### src/rtl/irq_controller.sv
// Multi-source interrupt controller: synchronised edge capture, per-source pending/payload/overrun
// tracking, lowest-index priority, one interrupt held toward the CPU until acknowledged.
module irq_controller #(
    parameter int  NUM_SRC     = 4,
    parameter int  DATA_W      = 16,
    parameter int  ADDR_W      = 32,
    parameter int  SYNC_STAGES = 2,
    parameter int  VEC_SHIFT   = 2,
    localparam int SRC_W       = (NUM_SRC > 1) ? $clog2(NUM_SRC) : 1
) (
    input  logic                      clk,
    input  logic                      rst,
    input  logic [NUM_SRC-1:0]        srcReq,
    input  logic [NUM_SRC*DATA_W-1:0] srcData,
    input  logic [NUM_SRC-1:0]        srcMask,
    input  logic [ADDR_W-1:0]         vecBase,
    input  logic                      globalEn,
    input  logic                      ack,
    input  logic [NUM_SRC-1:0]        ovrClr,
    output logic                      irq,
    output logic [DATA_W-1:0]         intData,
    output logic [ADDR_W-1:0]         intAddr,
    output logic [SRC_W-1:0]          intSrc,
    output logic [NUM_SRC-1:0]        pending,
    output logic [NUM_SRC-1:0]        overrun
);

    typedef enum logic {IDLE = 1'b0, PRESENT = 1'b1} state_t;

    state_t             state_q, state_d;
    logic [NUM_SRC-1:0] sync_q [SYNC_STAGES];
    logic [NUM_SRC-1:0] prev_q;
    logic [NUM_SRC-1:0] edge_det, hit, clr, load_buf, pending_d, overrun_d;
    logic [NUM_SRC-1:0] pending_q, overrun_q;
    logic [DATA_W-1:0]  payload_q [NUM_SRC];
    logic [SRC_W-1:0]   sel, int_src_q;
    logic [DATA_W-1:0]  int_data_q;
    logic [ADDR_W-1:0]  int_addr_q;
    logic               present_load;

    // NOTE: sequential state uses non-blocking assignments so every flop samples pre-edge values.
    always_ff @(posedge clk or posedge rst) begin
        if (rst) begin
            for (int s = 0; s < SYNC_STAGES; s++) sync_q[s] <= '0;
            prev_q <= '0;
        end else begin
            sync_q[0] <= srcReq;
            for (int s = 1; s < SYNC_STAGES; s++) sync_q[s] <= sync_q[s-1];
            prev_q <= sync_q[SYNC_STAGES-1];
        end
    end

    assign edge_det = sync_q[SYNC_STAGES-1] & ~prev_q;

    // NOTE: every always_comb output gets a default first so no latch can be inferred.
    always_comb begin
        hit       = '0;
        clr       = '0;
        load_buf  = '0;
        pending_d = '0;
        overrun_d = '0;
        for (int i = 0; i < NUM_SRC; i++) begin
            hit[i]       = edge_det[i] & srcMask[i];
            // An edge landing on the ack of its own presented source re-arms it instead of overrunning.
            clr[i]       = (state_q == PRESENT) && ack && (int_src_q == SRC_W'(i));
            load_buf[i]  = hit[i] & (~pending_q[i] | clr[i]);
            pending_d[i] = (pending_q[i] & ~clr[i]) | hit[i];
            overrun_d[i] = (hit[i] & pending_q[i] & ~clr[i]) | (overrun_q[i] & ~ovrClr[i]);
        end
    end

    // NOTE: the payload buffers are reset as well, so nothing reads as X after reset.
    always_ff @(posedge clk or posedge rst) begin
        if (rst) begin
            pending_q <= '0;
            overrun_q <= '0;
            for (int i = 0; i < NUM_SRC; i++) payload_q[i] <= '0;
        end else begin
            pending_q <= pending_d;
            overrun_q <= overrun_d;
            for (int i = 0; i < NUM_SRC; i++) begin
                if (load_buf[i]) payload_q[i] <= srcData[i*DATA_W +: DATA_W];
            end
        end
    end

    // Lowest pending index wins.
    always_comb begin
        sel = '0;
        for (int i = NUM_SRC - 1; i >= 0; i--) begin
            if (pending_q[i]) sel = SRC_W'(i);
        end
    end

    always_comb begin
        state_d      = state_q;
        present_load = 1'b0;
        case (state_q)
            IDLE: begin
                if (|pending_q) begin
                    state_d      = PRESENT;
                    present_load = 1'b1;
                end
            end
            PRESENT: begin
                if (ack) state_d = IDLE;
            end
            default: state_d = IDLE;
        endcase
    end

    always_ff @(posedge clk or posedge rst) begin
        if (rst) begin
            state_q    <= IDLE;
            int_src_q  <= '0;
            int_data_q <= '0;
            int_addr_q <= '0;
        end else begin
            state_q <= state_d;
            if (present_load) begin
                int_src_q  <= sel;
                int_data_q <= payload_q[sel];
                int_addr_q <= vecBase + (ADDR_W'(sel) << VEC_SHIFT);
            end
        end
    end

    assign irq     = (state_q == PRESENT) & globalEn;
    assign intData = int_data_q;
    assign intAddr = int_addr_q;
    assign intSrc  = int_src_q;
    assign pending = pending_q;
    assign overrun = overrun_q;

endmodule

### config.mk
export PLATFORM = sky130hd
export DESIGN_NAME = irq_controller
export DESIGN_NICKNAME = d
export VERILOG_FILES = /design/src/rtl/irq_controller.sv
export SDC_FILE = /design/constraint.sdc
export NUM_CORES = 1
export LEC_CHECK = 0
export ABC_AREA = 1
export CELL_PAD_IN_SITES_DETAIL_PLACEMENT = 1
export CELL_PAD_IN_SITES_GLOBAL_PLACEMENT = 1
export CORE_MARGIN = 1.5
export CORE_UTILIZATION = 35
export CTS_CLUSTER_DIAMETER = 200
export DETAILED_ROUTE_END_ITERATION = 12
export PLACE_DENSITY_LB_ADDON = 0.25
export SETUP_SLACK_MARGIN = 0.1
export SYNTH_ARGS = -nofsm -noshare
export SYNTH_HDL_FRONTEND = slang
export SYNTH_SLANG_ARGS = --single-unit
export TNS_END_PERCENT = 20
### constraint.sdc
create_clock -name clk -period 5.4 [get_ports clk]
set_input_delay 0.54 -clock clk [delete_from_list [all_inputs] [get_ports clk]]
set_output_delay 0.54 -clock clk [all_outputs]
set_load 0.02 [all_outputs]
# --- Word level (Yosys, flattened, before mapping) ---
# Cells that the tools add are included.
totals:
  input_bits: 112
  register_bits: 135
  word_cells: 89
op_classes:
  n_eq_ne: 3
  order_cmp: 1
  reduce_logical: 7
  n_mux: 11
  bitwise: 53
  addsub: 1
ops:
  columns: ["op", "n"]
  rows:
  - ["32-bit by 4-bit adder with 32-bit output", 1]
  - ["16-bit binary-select mux with 2-bit select", 1]
  - ["16-bit 2-to-1 mux", 2]
  - ["1-bit AND", 25]
  - ["1-bit inverter", 13]
  - ["1-bit bitwise OR", 12]
  - ["2-bit 2-to-1 mux", 4]
  - ["1-bit logical AND", 5]
  - ["4-bit AND", 1]
  - ["2-bit equality test, second input constant", 2]
  - ["4-bit inverter", 1]
  - ["4-bit OR reduction", 1]
  - ["3-bit greater-or-equal comparator, second input constant", 1]
  - ["1-bit 2-to-1 mux", 3]
  - ["2-bit inverter with 3-bit output", 1]
  - ["2-bit by 1-bit equality test with 1-bit output, second input constant", 1]
  - ["2-bit zero test", 1]
  - ["1-bit one-hot mux with 2 select lines", 1]

# --- Logic depth before layout (Yosys ltp) ---
depth:
  word_depth: 8
  mapped_depth: 17
  ltp_nobuf: 16

# --- Worst setup path after synthesis ---
# No wires, ideal clock.
synth_timing:
  path_type: "reg-to-reg"
  startpoint: "register pending_q[1] (netlist: pending[1])"
  endpoint: "register int_addr_q[20] (netlist: intAddr[20])"
  arrival_ps: 2470
  stages_incl_launch_ff: 15
  required_time_ps: 5283
  setup_time_ps: 117
  n_path_buf: 1
  path_slack_ps: 2813
  path_cell_list: "dfrtp_1 > inv_1 > nand2_1 > nand2_1 > inv_2 > buf_4 > ha_1 > inv_1 > fa_1 > nor2_1 > nand2_1 > nor2b_1 > nand3_1 > nand3_1 > nand2_1"
synth_via:
  elab_chain_cells: 3
  elab_cells_between_ends: 6
  classes_between: "1 x add/sub; 4 x mux; 1 x reduce/logical"
synth_rtl:
  columns: ["item", "line_no", "text"]
  rows:
  - ["start: declaration", "34", "logic [NUM_SRC-1:0] pending_q, overrun_q;"]
  - ["start signal: assignment", "79", "pending_q <= pending_d;"]
  - ["2-bit 2-to-1 mux (2 in a row)", "91", "if (pending_q[i]) sel = SRC_W'(i);"]
  - ["named net sel[0]", "36", "logic [SRC_W-1:0] sel, int_src_q;"]
  - ["32-bit by 4-bit adder with 32-bit output", "123", "int_addr_q <= vecBase + (ADDR_W'(sel) << VEC_SHIFT);"]
  - ["end signal: assignment", "123", null]
  - ["end: declaration", "38", "logic [ADDR_W-1:0] int_addr_q;"]
# The timed path passes the listed nets, and every way through them passes these cells.
# A chain may end at the register's enable or synchronous reset.

# --- Worst setup path in the final report ---
layout_timing:
  startpoint: "register pending_q[1] (netlist: pending[1])"
  endpoint: "register int_addr_q[22] (netlist: intAddr[22])"
layout_via:
  elab_chain_cells: 3
  elab_cells_between_ends: 6
  classes_between: "1 x add/sub; 4 x mux; 1 x reduce/logical"
layout_rtl:
  columns: ["item", "line_no"]
  rows:
  - ["2-bit 2-to-1 mux or 4-bit OR reduction (tied branches)", "91, 100"]
  - ["2-bit 2-to-1 mux or 1-bit 2-to-1 mux (tied branches)", "91, 100"]
  - ["32-bit by 4-bit adder with 32-bit output or 1-bit 2-to-1 mux (tied branches)", "123, 98"]
# Parallel ways exist; a longest one is shown, timed or not.

==> flow_results.xml <==
<?xml version="1.0" encoding="UTF-8"?>
<metrics>
  <group name="status">
    <metric name="status" unit="">completed</metric>
  </group>
  <group name="timing">
    <metric name="transition_time_at_the_pin_with_the_least_slew_margin" unit="ns">1.02</metric>
    <metric name="setup_viol" unit="">0</metric>
    <metric name="fin_crit" unit="ns">3.43</metric>
    <metric name="rsz0062_at_grt" unit="">false</metric>
    <metric name="fmax" unit="MHz">292</metric>
    <metric name="post-route-period-util" unit="">0.634</metric>
    <metric name="maxSlewHeadroom" unit="">0.322</metric>
    <metric name="final.setup_skew" unit="ns">0.00768</metric>
    <metric name="drv_slew" unit="">0</metric>
    <metric name="post_route_setup_tns" unit="ns">0</metric>
    <metric name="report.final.hold_viol_count" unit="">0</metric>
  </group>
  <group name="critical_path">
    <metric name="required_time_at_the_worst_slack_endpoint" unit="ns">5.70</metric>
    <metric name="critical-path-slowest-cell" unit="">sky130_fd_sc_hd__inv_2</metric>
    <metric name="critPathMaxFanout" unit="">34</metric>
    <metric name="critical_path.cell_chain" unit="">inv_1, nand2_1, nand2_1, buf_4, inv_2, ha_1, inv_1, fa_1, nor2_1, nand2_1, nor2b_1, nand3_1, nand3_1, nand2_1</metric>
    <metric name="r2r_end" unit="">intAddr[22]$_DFFE_PP0P_</metric>
    <metric name="timing.setup.critical_path_class" unit="">reg2reg</metric>
    <metric name="timing.critical_path.mode_cell" unit="">sky130_fd_sc_hd__nand2_1</metric>
    <metric name="timing.reg2reg.worst_path_depth" unit="">14</metric>
    <metric name="worst-r2r-setup-slack" unit="ns">1.97</metric>
    <metric name="critPathMaxStageDelay" unit="ns">0.49</metric>
    <metric name="worstReg2RegStart" unit="">pending[1]$_DFF_PP0_</metric>
    <metric name="timing.critical_path.from" unit="">pending[1]$_DFF_PP0_</metric>
    <metric name="worst_setup_path_start_kind" unit="">register</metric>
    <metric name="crit_arrival" unit="ns">3.73</metric>
    <metric name="crit_end" unit="">intAddr[22]$_DFFE_PP0P_</metric>
    <metric name="end_kind" unit="">register</metric>
  </group>
  <group name="floorplan">
    <metric name="initial_utilization" unit="">0.358</metric>
    <metric name="die_area" unit="sq um">19300</metric>
    <metric name="core" unit="sq um">18000</metric>
    <metric name="dieWidth" unit="um">139</metric>
    <metric name="rows" unit="">49</metric>
    <metric name="floorplan.die.height" unit="um">139</metric>
    <metric name="ioPinCount" unit="">171</metric>
  </group>
  <group name="detailed_routing">
    <metric name="remaining_drcs" unit="">0</metric>
    <metric name="postRouteWirelength" unit="um">20500</metric>
    <metric name="route.antenna.remaining_nets" unit="">0</metric>
    <metric name="first_pass_detailed_route_iteration_total" unit="">4</metric>
    <metric name="detail_route.iter0.violations" unit="">327</metric>
    <metric name="via_count" unit="">5978</metric>
    <metric name="routed_via_density" unit="">4.80</metric>
    <metric name="wl_per_cell" unit="um">16.5</metric>
  </group>
  <group name="clock_tree">
    <metric name="clock_tree.root_cell" unit="">sky130_fd_sc_hd__clkbuf_16</metric>
    <metric name="numCtsBuffers" unit="">17</metric>
    <metric name="ctsResizeCount" unit="">0</metric>
    <metric name="cts_setup_buffers" unit="">0</metric>
    <metric name="clk_path_buf_depth" unit="">2</metric>
    <metric name="cts_htree_levels" unit="">4</metric>
    <metric name="clk_transition_reported_paths" unit="ns">0.06</metric>
    <metric name="clk-insertion-delay-late" unit="ns">0.42</metric>
    <metric name="cts_num_sinks" unit="">135</metric>
    <metric name="cts_hold_buffers" unit="">0</metric>
    <metric name="tritoncts" unit="">yes</metric>
  </group>
  <group name="synth">
    <metric name="yosys-top-cells-count" unit="">288 x sky130_fd_sc_hd__nand2_1, 135 x sky130_fd_sc_hd__dfrtp_1, 111 x sky130_fd_sc_hd__nor2_1, 100 x sky130_fd_sc_hd__inv_1, 64 x sky130_fd_sc_hd__a21oi_1</metric>
    <metric name="synth.area.top_cells" unit="">sky130_fd_sc_hd__dfrtp_1 52%, sky130_fd_sc_hd__nand2_1 17%, sky130_fd_sc_hd__nor2_1 6.5%</metric>
    <metric name="ys_async_sr_fraction" unit="">1.00</metric>
    <metric name="postSynthNetCount" unit="">955</metric>
    <metric name="synth_sequential_area_ratio" unit="">0.524</metric>
    <metric name="yosys.cell_types.count" unit="">31</metric>
    <metric name="synthDominantCellAreaShare" unit="">0.524</metric>
    <metric name="synth.most_common_cell" unit="">sky130_fd_sc_hd__nand2_1</metric>
    <metric name="synthDominantAreaCellType" unit="">sky130_fd_sc_hd__dfrtp_1</metric>
    <metric name="synth.cell_area" unit="sq um">6450</metric>
    <metric name="ys.warnings.count" unit="">0</metric>
    <metric name="synthFlopType" unit="">sky130_fd_sc_hd__dfrtp_1</metric>
    <metric name="synth_enable_flop_cells" unit="">0</metric>
    <metric name="yosys_register_bits" unit="">135</metric>
    <metric name="post_synthesis_cells" unit="">840</metric>
    <metric name="syn_avg_cell_area" unit="sq um">7.68</metric>
  </group>
  <group name="grt">
    <metric name="number_of_global_route_vias_before_repair" unit="">6286</metric>
    <metric name="global_route_wire_length_before_repair" unit="um">32800</metric>
    <metric name="grt_overflow" unit="">0</metric>
    <metric name="antenna_found_initial" unit="">0</metric>
    <metric name="track_usage" unit="">0.218</metric>
    <metric name="grt_max_degree" unit="">93</metric>
  </group>
  <group name="final_layout">
    <metric name="final_core_utilization" unit="">0.495</metric>
    <metric name="fillerInstances" unit="">2203</metric>
    <metric name="final_layout_size_suffix_gt1_frac" unit="">0.0492</metric>
    <metric name="antennaDiodeCount" unit="">0</metric>
    <metric name="finish.net_count" unit="">1119</metric>
    <metric name="multi_input_area" unit="sq um">2510</metric>
    <metric name="seqCellArea" unit="sq um">3380</metric>
    <metric name="layout-area-overhead-vs-synth" unit="%">38.2</metric>
  </group>
  <group name="placement">
    <metric name="port_buffers" unit="">170</metric>
    <metric name="dp_hpwl" unit="um">15100</metric>
    <metric name="gp_routability_congestion" unit="">0.826</metric>
  </group>
  <group name="hold_path">
    <metric name="min-delay-path-class" unit="">reg2reg</metric>
    <metric name="hold_start" unit="">sync_q[7]$_DFF_PP0_</metric>
  </group>
  <group name="power_and_ir_drop">
    <metric name="p_per_area" unit="nW/um^2">566</metric>
    <metric name="vdd.ir_drop.worst" unit="uV">270</metric>
    <metric name="static-leakage-power" unit="nW">4.30</metric>
  </group>
  <group name="flow_run">
    <metric name="max_cap_violations" unit="">0</metric>
  </group>
</metrics>
## cell families after synthesis
kind of cell	share of synthesized area
buffers and inverters	0.0873
DFF	0.524
adders and majority gates	0.00698
xor gates and xnor gates	0.0149
and+or+nand+nor	0.289
AOI/OAI and AO/OA	0.0782
## through the flow
step                std cells  setup slack [ns]  hold WS (ns)  instance area (sq um)  power [W]
floorplan                 840              1.25         0.331                   6450    0.00293
global placement         1214              2.20         0.334                   8310    0.00379
detailed placement       1214              1.94         0.336                   8310    0.00386
CTS                      1246              1.91         0.352                   8920    0.00512
global route             1246              1.70         0.354                   8920    0.00538
finish                   1246              1.97         0.349                   8920    0.00504
## flip-flops by register name, summed over array words and instances, names as in the netlist, 2 cells and up
name and count:
prev_q 4, payload_q 64, intData 16, sync_q 8
intAddr 32, intSrc 2, pending 4, overrun 4
## placed cells by master, fill, tap and decap left out
cell,Yosys,layout
sky130_fd_sc_hd__a21oi_1,64,64
sky130_fd_sc_hd__a31oi_1,2,2
sky130_fd_sc_hd__a31oi_4,1,1
sky130_fd_sc_hd__and2_1,1,1
sky130_fd_sc_hd__buf_4,1,5
sky130_fd_sc_hd__bufinv_16,0,3
sky130_fd_sc_hd__clkbuf_16,0,17
sky130_fd_sc_hd__clkdlybuf4s50_1,0,170
sky130_fd_sc_hd__clkinv_2,0,2
sky130_fd_sc_hd__clkinv_4,0,1
sky130_fd_sc_hd__clkinvlp_4,0,1
sky130_fd_sc_hd__dfrtp_1,135,135
sky130_fd_sc_hd__fa_1,1,1
sky130_fd_sc_hd__ha_1,2,2
sky130_fd_sc_hd__inv_1,100,99
sky130_fd_sc_hd__inv_2,3,3
sky130_fd_sc_hd__inv_6,0,9
sky130_fd_sc_hd__nand2_1,288,288
sky130_fd_sc_hd__nand2_2,3,3
sky130_fd_sc_hd__nand3_1,52,52
sky130_fd_sc_hd__nand3b_1,4,4
sky130_fd_sc_hd__nand4_1,1,1
sky130_fd_sc_hd__nor2_1,111,111
sky130_fd_sc_hd__nor2_2,1,1
sky130_fd_sc_hd__nor2b_1,1,1
sky130_fd_sc_hd__nor3_1,2,2
sky130_fd_sc_hd__nor3_4,1,1
sky130_fd_sc_hd__o21ai_0,13,13
sky130_fd_sc_hd__o21ai_1,4,4
sky130_fd_sc_hd__o21bai_1,2,2
sky130_fd_sc_hd__o22ai_1,4,4
sky130_fd_sc_hd__o31ai_2,2,2
sky130_fd_sc_hd__or2_2,1,1
sky130_fd_sc_hd__xnor2_1,2,2
sky130_fd_sc_hd__xor2_1,9,9
## how the worst min path moves through the flow
stage | to | slack, ns | cells after the start
2_1_floorplan | sync_q[0]$_DFF_PP0_ | 0.33 | 0
3_3_place_gp | sync_q[2]$_DFF_PP0_ | 0.33 | 0
3_5_place_dp | sync_q[0]$_DFF_PP0_ | 0.34 | 0
4_1_cts | sync_q[0]$_DFF_PP0_ | 0.35 | 0
5_1_grt | sync_q[3]$_DFF_PP0_ | 0.35 | 0
6_report | sync_q[3]$_DFF_PP0_ | 0.35 | 0
## cell type report
class | count | area share
Inverter | 103 | 0.0439
Timing Repair Buffer | 175 | 0.195
Sequential cell | 135 | 0.379
Clock buffer | 17 | 0.0477
Tap cell | 229 | 0.0321
Clock inverter | 15 | 0.0209
Multi-Input combinational cell | 572 | 0.281
## critical path: cells and delay by family (launching register included)
family | cells | cell delay [ns]
AND/OR/NAND/NOR | 8 | 1.21
buffers and inverters | 4 | 0.91
adder cells (fa/ha/maj) | 2 | 0.70
flip-flops | 1 | 0.46
## routing by layer
metal	vias to the layer above	wire length, um	share of wire	GRT usage
met2	129	10000	0.49	0.365
met4	0	286	0.014	0.0532
met1	2911	9320	0.45	0.286
li1	2916	-	-	-
met5	-	0	0	0
met3	22	911	0.044	0.0497
## power by group
group | total [W] | switching (W) | internal (W)
sequential | 0.00168 | 0.000226 | 0.00145
combinational | 0.00214 | 0.00132 | 0.000823
clock | 0.00122 | 0.000487 | 0.000737
total | 0.00504 | 0.00203 | 0.00301
No activity file was read; power rests on OpenSTA's default activity.
==> edit, RTL diff (same settings) <==
The parameter `ADDR_W` goes from 32 to 40.
--- a/src/rtl/irq_controller.sv
+++ b/src/rtl/irq_controller.sv
@@ -5,3 +5,3 @@
     parameter int  DATA_W      = 16,
-    parameter int  ADDR_W      = 32,
+    parameter int  ADDR_W      = 40,
     parameter int  SYNC_STAGES = 2,
Ports: changed (resized intAddr and vecBase); port bits go from 171 to 187. No check against the original RTL was run, so the function may have changed too.
==> edit against the unedited design <==
Global-route usage grew 0.45 points; worst hold slack lost 0.65 ps; clock skew is essentially flat; power grew 2.7%; wire length grew 6.5%; setup slack gained 290 ps; cell area grew 7.3%; fmax grew 9.3%; sequential cell count grew 8; synthesized cell count grew 4.0%; synthesized area grew 7.1%; die area grew 6.9%; critical path type unchanged; largest power group unchanged; highest routed layer unchanged.
==> edit: results (changes against the unedited design) <==
outcome finished, final reports clean; post-cts resize count 0 (unchanged); DR pass1 iterations 4 (unchanged); Worst Path Max Fanout 49 (+44%); Largest Register payload_q; Area contributors post-synth dfrtp_1, nand2_1, nor2_1; Worst Hold Class flop to flop; Clock Skew 8.15 ps (+0.466 ps); postcts setup bufs 0 (unchanged); Routed WL per cell 16.4 microns (-0.23%); synth unique cells 35 (+13%); Async S/R FF share, synth 100% (unchanged); critical path launch point pending[1]$_DFF_PP0_; worst r2r dst intAddr[22]$_DFFE_PP0P_; GR Util All Layers 22.2% (+0.45 points); TritonCTS Buffers 17 (unchanged); htree depth 4 (unchanged); period utilisation layout 58.0% (-5.4 points); Via-to-Cell Ratio 4.83 (+0.60%); Primary FF master, synth dfrtp_1; Largest register FFs 64 (unchanged); Mapped Nets 997 (+4.4%); initial antenna violation count 0 (unchanged); post-DP HPWL 16.2 mm (+7.6%); Clk Latency, worst-skew pair 430 ps; CTS root buf clkbuf_16; DP Area 0.00898 sq mm (+8.1%); GPL Wtd Cong 0.841 (+1.8%); Reg2Reg Depth 14 (unchanged); Seq/Total Area, Yosys 51.8% (-0.56 points); # port buffers 186 (+9.4%); Nets 1175 (+5.0%); maximum vdd drop 287 uV (+6.3%); vias in the first global route 6837 (+8.8%); worst slack at placement 2300 ps (+360 ps); cell leakage power 4.34 nW (+0.93%); DRC 0 (unchanged); Tightest Pin Transition 1010 ps (-6.93 ps); wire length of the first global-routing pass 34.5 mm (+5.4%); Post-synth top cells nand2_1, dfrtp_1, nor2_1; Clock transition at path regs 60 ps (about the same); clk buf depth 2 (unchanged); share of layout cells above drive strength 1 4.88% (-0.034 points); DR iter-0 viols 238 (-27%); # diodes 0 (unchanged); largest net degree at the start of global routing 106 (+14%)
-- edit: cell count changes in the layout (fill, tap and decap cells not counted), moves of 12 or more --
cell             before  now
nor2_1              111  125
inv_1                99   87
nand2_1             288  264
a21oi_1              64   52
a31oi_1               2   19
clkdlybuf4s50_1     170  186
o211ai_1              0   16
-- edit: power breakdown --
group	internal (mW)	switching [mW]
combinational	0.883	1.32
sequential	1.54	0.264
clock	0.688	0.495
total	3.11	2.07
-- edit: stage by stage --
stage / utilization, % / instances / total power, mW
2_1_floorplan: - / 874 / 3.08
3_3_place_gp: 46.3 / 1298 / 3.98
3_5_place_dp: 46.3 / 1298 / 4.04
4_1_cts: 49.3 / 1330 / 5.25
5_1_grt: 49.3 / 1330 / 5.54
6_report: 49.3 / 1330 / 5.18
-- edit: critical path, stage by stage (launching register included) --
cell and delay, ps:
dfrtp_1 470, inv_1 130, nand2_1 80, nand2_1 50, buf_4 270, inv_2 310, ha_1 250, inv_1 60
fa_1 420, nor2_1 230, nand3_1 220, nor2_4 220, xor2_1 160, nand2_1 80, nand2_1 100
-- edit: kinds of logic after synthesis --
family	share of synthesized area, %
buffers and inverters	7.35
DFF	51.8
adders and majority gates	0.652
and+or+nand+nor	28.3
AOI/OAI and AO/OA	10.1
xor gates and xnor gates	1.77
-- edit: final cells by class --
cell class,instances,area (sq um)
clock buffer,18,429
clock inverter,14,159
fill,2416,9830
inverter,93,354
multi-input combinational,607,2820
sequential,143,3580
tap,265,332
timing repair buffer,190,1890
-- edit: worst min path at each step --
stage                        start             endpoint  slack, ps  depth (start not counted)
2_1_floorplan  sync_q[4]$_DFF_PP0_  sync_q[0]$_DFF_PP0_        330                          0
3_3_place_gp   sync_q[4]$_DFF_PP0_  sync_q[0]$_DFF_PP0_        330                          0
6_report       sync_q[7]$_DFF_PP0_  sync_q[3]$_DFF_PP0_        350                          0
4_1_cts        sync_q[7]$_DFF_PP0_  sync_q[3]$_DFF_PP0_        350                          0
5_1_grt        sync_q[4]$_DFF_PP0_  sync_q[0]$_DFF_PP0_        350                          0
3_5_place_dp   sync_q[7]$_DFF_PP0_  sync_q[3]$_DFF_PP0_        340                          0
-- edit: layer usage --
layer,wire [microns],global-route usage [%],part of all wire (%),vias to the layer above
met1,9260,26.5,42,3094
li1,-,-,-,3139
met5,0,0,0,-
met4,313,6.12,1.4,0
met3,1060,4.27,4.9,22
met2,11200,40.6,51,164
